$ cat src/rtl/udp_arb_pkg.sv
// Shared types and constants for the UDP command arbiter: FSM encoding,
// payload framing constants and the source/command byte packer.
package udp_arb_pkg;

  typedef enum logic [2:0] {
    IDLE,
    WAIT_RDY,
    REQ,
    SEND,
    DRAIN,
    DONE
  } arb_state_t;

  localparam logic [7:0]  HEADER_DEFAULT = 8'hA5;
  localparam logic [15:0] PAYLOAD_LEN    = 16'd2;
  localparam int unsigned ID_W           = 4;

  function automatic logic [7:0] payload_byte(input logic [ID_W-1:0] id,
                                              input logic [1:0]      cmd);
    return {2'b00, id, cmd};
  endfunction

endpackage

$ cat src/rtl/udp_rr_picker.sv
// Combinational round-robin picker: first pending requester strictly after
// last_grant, wrapping modulo NUM_REQ.
module udp_rr_picker
  import udp_arb_pkg::*;
#(
  parameter int unsigned NUM_REQ = 4
) (
  input  logic [NUM_REQ-1:0] pending,
  input  logic [ID_W-1:0]    last_grant,
  output logic [ID_W-1:0]    grant_id,
  output logic               any_pending
);

  logic            hi_found;
  logic            lo_found;
  logic [ID_W-1:0] hi_id;
  logic [ID_W-1:0] lo_id;

  // Lowest pending index above last_grant wins; otherwise wrap to the lowest at or below it.
  always_comb begin
    hi_found = 1'b0;
    lo_found = 1'b0;
    hi_id    = '0;
    lo_id    = '0;
    for (int unsigned i = 0; i < NUM_REQ; i++) begin
      if (pending[i]) begin
        if (ID_W'(i) > last_grant) begin
          if (!hi_found) begin
            hi_found = 1'b1;
            hi_id    = ID_W'(i);
          end
        end else if (!lo_found) begin
          lo_found = 1'b1;
          lo_id    = ID_W'(i);
        end
      end
    end
  end

  assign grant_id    = hi_found ? hi_id : lo_id;
  assign any_pending = |pending;

endmodule

$ cat src/rtl/udp_cmd_arbiter.sv
// Round-robin arbiter framing 2-bit commands as 2-byte UDP payloads.
// Define UDP_ARB_TIMEOUT_EN to abandon a request after ACK_TIMEOUT cycles without ack.
module udp_cmd_arbiter
  import udp_arb_pkg::*;
#(
  parameter int unsigned NUM_REQ     = 4,
  parameter int unsigned ACK_TIMEOUT = 50000,
  parameter logic [7:0]  HEADER      = HEADER_DEFAULT
) (
  input  logic                 clk_50,
  input  logic                 sys_rst_n,
  input  logic [NUM_REQ-1:0]   req_valid,
  input  logic [2*NUM_REQ-1:0] req_cmd,
  output logic [NUM_REQ-1:0]   req_busy,
  output logic [NUM_REQ-1:0]   req_done,
  output logic [NUM_REQ-1:0]   req_drop,
  output logic                 tx_error,
  input  logic                 udp_tx_ready,
  input  logic                 app_tx_ack,
  output logic                 app_tx_data_request,
  output logic                 app_tx_data_valid,
  output logic [7:0]           app_tx_data,
  output logic [15:0]          udp_data_length
);

  if (NUM_REQ < 2 || NUM_REQ > 16 || ACK_TIMEOUT < 1) begin : g_bad_cfg
    $error("udp_cmd_arbiter: NUM_REQ must be 2..16 and ACK_TIMEOUT nonzero");
  end

  arb_state_t                state;
  arb_state_t                state_n;
  logic [NUM_REQ-1:0]        pending;
  logic [NUM_REQ-1:0]        accept;
  logic [NUM_REQ-1:0]        grant_vec;
  logic [NUM_REQ-1:0]        release_vec;
  logic [NUM_REQ-1:0][1:0]   cmd_q;
  logic [ID_W-1:0]           grant_id;
  logic [ID_W-1:0]           last_grant;
  logic [ID_W-1:0]           pick_id;
  logic [1:0]                grant_cmd;
  logic                      any_pending;
  logic                      load_grant;
  logic                      release_slot;
  logic                      timeout_hit;
  logic                      drain_armed;
  logic                      request_n;
  logic                      valid_n;
  logic [7:0]                data_n;

  udp_rr_picker #(.NUM_REQ(NUM_REQ)) u_picker (
    .pending     (pending),
    .last_grant  (last_grant),
    .grant_id    (pick_id),
    .any_pending (any_pending)
  );

  always_comb begin
    grant_vec = '0;
    grant_cmd = '0;
    for (int unsigned i = 0; i < NUM_REQ; i++) begin
      if (grant_id == ID_W'(i)) begin
        grant_vec[i] = 1'b1;
        grant_cmd    = cmd_q[i];
      end
    end
  end

  assign release_vec = release_slot ? grant_vec : '0;
  // A slot being released this cycle may be refilled by a same-cycle strobe.
  assign accept      = req_valid & (~pending | release_vec);

  always_ff @(posedge clk_50 or negedge sys_rst_n) begin
    if (!sys_rst_n) begin
      pending  <= '0;
      cmd_q    <= '0;
      req_drop <= '0;
    end else begin
      pending  <= (pending & ~release_vec) | accept;
      req_drop <= req_valid & ~accept;
      for (int unsigned i = 0; i < NUM_REQ; i++) begin
        if (accept[i]) cmd_q[i] <= req_cmd[2*i +: 2];
      end
    end
  end

  assign req_busy        = pending;
  assign req_done        = (state == DONE) ? grant_vec : '0;
  assign udp_data_length = PAYLOAD_LEN;

`ifdef UDP_ARB_TIMEOUT_EN
  localparam int unsigned TO_W = ($clog2(ACK_TIMEOUT + 1) > 16) ? $clog2(ACK_TIMEOUT + 1) : 16;
  logic [TO_W-1:0] to_cnt;

  always_ff @(posedge clk_50 or negedge sys_rst_n) begin
    if (!sys_rst_n) begin
      to_cnt   <= '0;
      tx_error <= 1'b0;
    end else begin
      to_cnt   <= (state == REQ) ? to_cnt + 1'b1 : '0;
      tx_error <= timeout_hit;
    end
  end

  assign timeout_hit = (state == REQ) && !app_tx_ack && (to_cnt == TO_W'(ACK_TIMEOUT - 1));
`else
  assign timeout_hit = 1'b0;
  assign tx_error    = 1'b0;
`endif

  always_comb begin
    state_n      = state;
    request_n    = 1'b0;
    valid_n      = 1'b0;
    data_n       = '0;
    load_grant   = 1'b0;
    release_slot = 1'b0;
    unique case (state)
      IDLE: begin
        if (any_pending) begin
          load_grant = 1'b1;
          state_n    = WAIT_RDY;
        end
      end
      WAIT_RDY: begin
        if (udp_tx_ready) begin
          request_n = 1'b1;
          state_n   = REQ;
        end
      end
      REQ: begin
        if (app_tx_ack) begin
          valid_n = 1'b1;
          data_n  = HEADER;
          state_n = SEND;
        end else if (timeout_hit) begin
          release_slot = 1'b1;
          state_n      = IDLE;
        end else begin
          request_n = 1'b1;
        end
      end
      SEND: begin
        valid_n = 1'b1;
        data_n  = payload_byte(grant_id, grant_cmd);
        state_n = DRAIN;
      end
      DRAIN: begin
        if (drain_armed && udp_tx_ready) state_n = DONE;
      end
      DONE: begin
        release_slot = 1'b1;
        state_n      = IDLE;
      end
      default: state_n = IDLE;
    endcase
  end

  // Payload outputs are registered so each byte appears the cycle after its decision.
  always_ff @(posedge clk_50 or negedge sys_rst_n) begin
    if (!sys_rst_n) begin
      state               <= IDLE;
      grant_id            <= '0;
      last_grant          <= ID_W'(NUM_REQ - 1);
      drain_armed         <= 1'b0;
      app_tx_data_request <= 1'b0;
      app_tx_data_valid   <= 1'b0;
      app_tx_data         <= '0;
    end else begin
      state               <= state_n;
      drain_armed         <= (state == DRAIN);
      app_tx_data_request <= request_n;
      app_tx_data_valid   <= valid_n;
      app_tx_data         <= data_n;
      if (load_grant)   grant_id   <= pick_id;
      if (release_slot) last_grant <= grant_id;
    end
  end

endmodule

$ cat config.mk
export PLATFORM = sky130hd
export DESIGN_NAME = udp_cmd_arbiter
export DESIGN_NICKNAME = d
export VERILOG_FILES = /design/src/rtl/udp_arb_pkg.sv /design/src/rtl/udp_rr_picker.sv /design/src/rtl/udp_cmd_arbiter.sv
export SDC_FILE = /design/constraint.sdc
export NUM_CORES = 1
export LEC_CHECK = 0
export ABC_AREA = 1
export CAP_MARGIN = 20
export CORE_MARGIN = 2
export CORE_UTILIZATION = 36
export CTS_CLUSTER_DIAMETER = 200
export DETAILED_ROUTE_END_ITERATION = 10
export DONT_BUFFER_PORTS = 1
export MAX_ROUTING_LAYER = met4
export RECOVER_POWER = 50
export SLEW_MARGIN = 20
export SYNTH_ARGS = -nofsm -noshare
export SYNTH_HDL_FRONTEND = slang
export SYNTH_SLANG_ARGS = --single-unit
$ cat constraint.sdc
create_clock -name clk_50 -period 1.76 [get_ports clk_50]
set_input_delay 0.528 -clock clk_50 [delete_from_list [all_inputs] [get_ports clk_50]]
set_output_delay 0.528 -clock clk_50 [all_outputs]
set_load 0.01 [all_outputs]
After elaboration in Yosys (flattened, before gate mapping)
Index checks and enable logic that the tools add are counted.
W data, S select, Z words.
- output and inout port bits: 39
- register bits: 38
- reduce and logical (&&, ||, !) cells: 5
- bitwise operators: 8
- $lt $le $gt $ge: 4
- equality and inequality tests: 12
- multiplexer cells: 58
- operators with widths (kind ; count):
    $mux W4 ; 19
    $mux W1 ; 26
    $pmux W8 S2 ; 1
    $pmux W3 S5 ; 1
    $and A4 B4 Y4 ; 3
    $mux W3 ; 4
    $not A4 Y4 ; 3
    $eq A4 B2 Y1 const B ; 2
    $gt A1 B4 Y1 const A ; 2
    $gt A2 B4 Y1 const A ; 2
    $mux W2 ; 4
    $mux W8 ; 1
    $ne A2 B2 Y1 const B ; 4
    $or A4 B4 Y4 ; 2
    $eq A3 B2 Y1 const B ; 2
    $eq A3 B3 Y1 const B ; 2
    $eq A4 B1 Y1 const B ; 1
    $logic_not A4 Y1 ; 1
    $pmux W1 S2 ; 2
    $reduce_and A4 Y1 ; 1
    $reduce_or A4 Y1 ; 1
    $eq A3 B1 Y1 const B ; 1
    $logic_not A3 Y1 ; 1
    $logic_and A1 B1 Y1 ; 1

Depth between registers and ports, before layout
- word-level depth: 13
- gate-level depth with buffers: 8

Modules after synthesis
A second synthesis with hierarchy kept.
- cells, all modules: 233
- area, all modules: 1849.3 µm²
- modules (own cells, without submodules) (module ; cells each ; area an instance (µm²) ; times used ; seq. area each (µm²)):
    udp_cmd_arbiter ; 199 ; 1684.1 ; 1 ; 928.4
    udp_rr_picker ; 34 ; 165.2 ; 1 ; 0.0

Worst setup path after synthesis
No wires, ideal clock.
- path kind: register -> output
- start point: reg state[1]
- end point: out req_done[0]
- slack: 0.354 ns
- path buffers: 1
- required time: 1.232 ns
- arrival: 0.878 ns
- stages on the path, launching flop included: 5
- cell sequence: dfrtp_1 > inv_2 > nand3_2 > buf_6 > nor2_1
- word-level cells in the longest chain between the ends: 2
- RTL lines (what ; RTL line ; RTL):
    from (decl) ; udp_cmd_arbiter.sv:30 ; arb_state_t state;
    from (signal assigned) ; udp_cmd_arbiter.sv:169 ; state <= state_n;
    $eq A3 B3 Y1 ; udp_cmd_arbiter.sv:87 ; assign req_done = (state == DONE) ? grant_vec : '0;
    $mux W4 ; udp_cmd_arbiter.sv:87 ;
    to (decl) ; udp_cmd_arbiter.sv:15 ; output logic [NUM_REQ-1:0] req_done,
Every way passes these cells.

Final worst setup path
- start point: reg grant_id[0]
- end point: out req_done[2]
- word-level cells in the longest chain between the ends: 3
- RTL lines (what ; RTL line ; RTL):
    from (decl) ; udp_cmd_arbiter.sv:37 ; logic [ID_W-1:0] grant_id;
    from (signal assigned) ; udp_cmd_arbiter.sv:174 ; if (load_grant) grant_id <= pick_id;
    $eq A4 B2 Y1 ; udp_cmd_arbiter.sv:61 ; if (grant_id == ID_W'(i)) begin
    $mux W1 ; udp_cmd_arbiter.sv:61 ;
    $mux W4 ; udp_cmd_arbiter.sv:87 ;
Every way passes these cells.

==> results.py <==
metrics = {
    "drt": {
        "detail_route.wl_per_cell_um": 11.7,
        "drc_errors": 0,
        "ant_nets": 0,
        "vias_per_cell": 4.53,
        "routed_wl_um": 2880,
        "vias": 1120,
        "drt_iter0_drc": 45,
        "drt_pass1_iterations": 4,
    },
    "timing": {
        "slew-limit-headroom": 0.159,
        "tns_ns": 0,
        "maxSlewViolCount": 0,
        "fin_skew_ns": 0.00750,
        "fmax_ghz": 0.603,
        "tightest_slew_ns": 1.26,
        "grt_setup_unrepaired": "no",
        "period_share": 0.942,
        "min_period_ns": 1.66,
        "setup_viol": 0,
        "hold_violations": 0,
    },
    "cts": {
        "cts_tree": "built",
        "cts.reportedPaths.clkPinSlew_ns": 0.06,
        "numCtsBuffers": 5,
        "clock_latency_ns": 0.28,
        "cts.sinks": 31,
        "cts-root-buf": "clkbuf_8",
        "postCtsSetupBuffers": 0,
        "cts.path.max_buffers": 2,
        "htreeDepth": 2,
    },
    "layout": {
        "nets": 213,
        "syn2layout_area_growth_pct": 4.41,
        "final_util": 0.399,
        "layout_common_cells": "nand2_1 (55), dfrtp_1 (28), nor2_1 (21)",
        "stdcell_count": 247,
        "n_antenna_cell": 0,
        "drive_gt1_frac": 0.122,
        "mostFrequentLayoutCell": "nand2_1",
    },
    "grt": {
        "antenna_found_initial": 0,
        "gr-total-overflow": 0,
        "grt_usage": 0.130,
        "grt_max_degree": 30,
        "grt_first_pass_wirelength_um": 4810,
        "grt_pass1_vias": 1039,
    },
    "floorplanning": {
        "core-area_um2": 4090,
        "dieWidth_um": 69.9,
        "die-area_um2": 4880,
        "design.portCount": 55,
        "std_cell_rows": 23,
        "start_util": 0.382,
        "die_h_um": 69.9,
    },
    "logic_synthesis": {
        "yosysSeqAreaShare": 0.498,
        "syn-instance-count": 192,
        "ys_ff_latch": 31,
        "synth_warnings": 0,
        "yosysUniqueCellTypes": 21,
        "yosysTopAreaCell": "dfrtp_1",
        "synth_area_um2": 1560,
        "synth_area_leaders": "dfrtp_1 (46%), nand2_1 (13%), buf_4 (9.6%)",
        "netlist.area_leader.share": 0.465,
        "synth_area_per_cell_um2": 8.13,
    },
    "power": {
        "total_power_uw": 2500,
        "clockPowerShare": 0.221,
        "leakage_uw": 0.000859,
        "seqPwrFrac": 0.486,
        "ir_drop_mv": 0.503,
        "comb_power_share": 0.293,
        "power_density_nw_per_um2": 1530,
        "netSwitchingPower_uw": 966,
        "sw_frac_of_total": 0.387,
        "p_int_uw": 1530,
    },
    "worst_setup_path": {
        "critPathMaxStageDelay_ns": 0.42,
        "cp.buffers_inverters": 1,
        "worstSetupStartpointType": "flop",
        "arrival_ns": 1.13,
        "path_class": "flop to primary output",
        "r2r-start": "state[1]",
        "r2r_cells": 6,
        "r2r_end": "cmd_q[3]",
        "slowest_stage": "dfrtp_1",
        "crit_chain": "inv_2, nand2_1, nor2_2",
        "ff2ff_setup_slack_ns": 0.30,
        "worstPathMaxFanout": 4,
        "cp_top_family": "flip-flops",
        "cp-end-kind": "primary output",
        "crit_required_ns": 1.23,
    },
    "job": {
        "maxCapViolCount": 0,
    },
    "placed_design": {
        "dp_cells": 239,
        "dp_hpwl_um": 2170,
        "place.gp.congestion": 0.882,
        "io_buffers": 0,
    },
    "run_status": {
        "status": "finished, final reports clean",
    },
    "hold_path": {
        "worstHoldPathType": "input port to async pin",
    },
}
-- repair_timing --
| action | 4_1_cts | 5_1_grt |
|---|---|---|
| resized for setup | 3 | 3 |
| endpoints found under the setup margin | 4 | 3 |
| pin swaps | 0 | 0 |
| endpoints found under the hold margin | 29 | 0 |
| hold buffers | 1 | 0 |
-- power by group through the flow --
| stage | clock (uW) | combinational (uW) | sequential [uW] |
|---|---|---|---|
| after global routing | 593 | 871 | 1250 |
| after detailed placement | 0 | 730 | 1220 |
| final | 550 | 732 | 1210 |
| after CTS | 569 | 765 | 1220 |
| after global placement | 0 | 728 | 1220 |
| after floorplan | 0 | 640 | 1170 |
-- layout make-up --
cell class / instances / area (um2)
clock inverters: 1 / 5.00
repair buffers: 2 / 16.3
well taps: 50 / 62.6
fillers: 447 / 2460
multi-input cells: 139 / 617
flip-flops and latches: 31 / 779
inverters: 18 / 67.6
clock buffers: 6 / 82.6
-- sequential cells by signal, summed over array words and instances (netlist names) --
name,cells
cmd_q,8
app_tx_data,5
req_busy,4
req_drop,4
state,3
grant_id,2
last_grant,2
app_tx_data_request,1
app_tx_data_valid,1
drain_armed,1
-- synth_stat cells --
master,count
inv_2,4
or2_1,2
a21oi_1,8
buf_6,1
or2_2,2
o22ai_1,1
nand3_1,11
buf_4,20
inv_1,14
nand4_1,2
nor2_1,25
nand3_2,1
o21ai_2,2
conb_1,2
nand2_1,55
o21ai_4,2
o21ai_0,5
dfstp_2,2
nor3_1,2
dfrtp_1,29
nand2_2,2
-- worst reg2reg max path, stage by stage, from the launching register on --
cell	delay (ns)
dfrtp_1	0.41
inv_2	0.10
nand3_4	0.13
o21ai_0	0.50
nand2_2	0.09
nand2_1	0.08
nand2_1	0.05
-- cells by family (layout without fill, tap and decap cells) --
group | after synthesis | after routing | synth area share
flip-flops | 31 | 31 | 0.498
AO/OA/AOI/OAI | 18 | 18 | 0.0777
buffers and inverters | 39 | 27 | 0.147
AND/OR/NAND/NOR | 102 | 102 | 0.272
other | 2 | 19 | 0.00481
-- metal layers --
layer,share of wire,up-vias,wire length [um],track usage
li1,-,566,-,-
met1,0.45,512,1310,0.159
met2,0.46,36,1340,0.198
met3,0.063,6,181,0.0433
met4,0.018,0,53,0.0556
met5,0,-,0,-
-- how the worst max path moves through the flow --
stage / end / slack (ns) / startpoint / cells after the start
global placement: req_done[1] / 0.25 / state[2] / 2
floorplan: req_done[0] / 0.35 / state[1] / 4
finish: req_done[2] / 0.10 / grant_id[0] / 3
CTS: req_done[2] / 0.03 / state[2] / 2
global route: req_done[2] / 0.01 / grant_id[0] / 3
detailed placement: req_done[1] / 0.24 / state[2] / 2
-- through the flow --
stage	setup slack, ns	hold slack, ns	cell area [um2]
after floorplan	0.354	0.232	1630
after global placement	0.255	0.233	1530
after detailed placement	0.239	0.233	1530
after CTS	0.0297	0.0644	1650
after global routing	0.0132	0.0805	1630
final	0.102	0.0938	1630
Power figures use the tool's default switching activity.
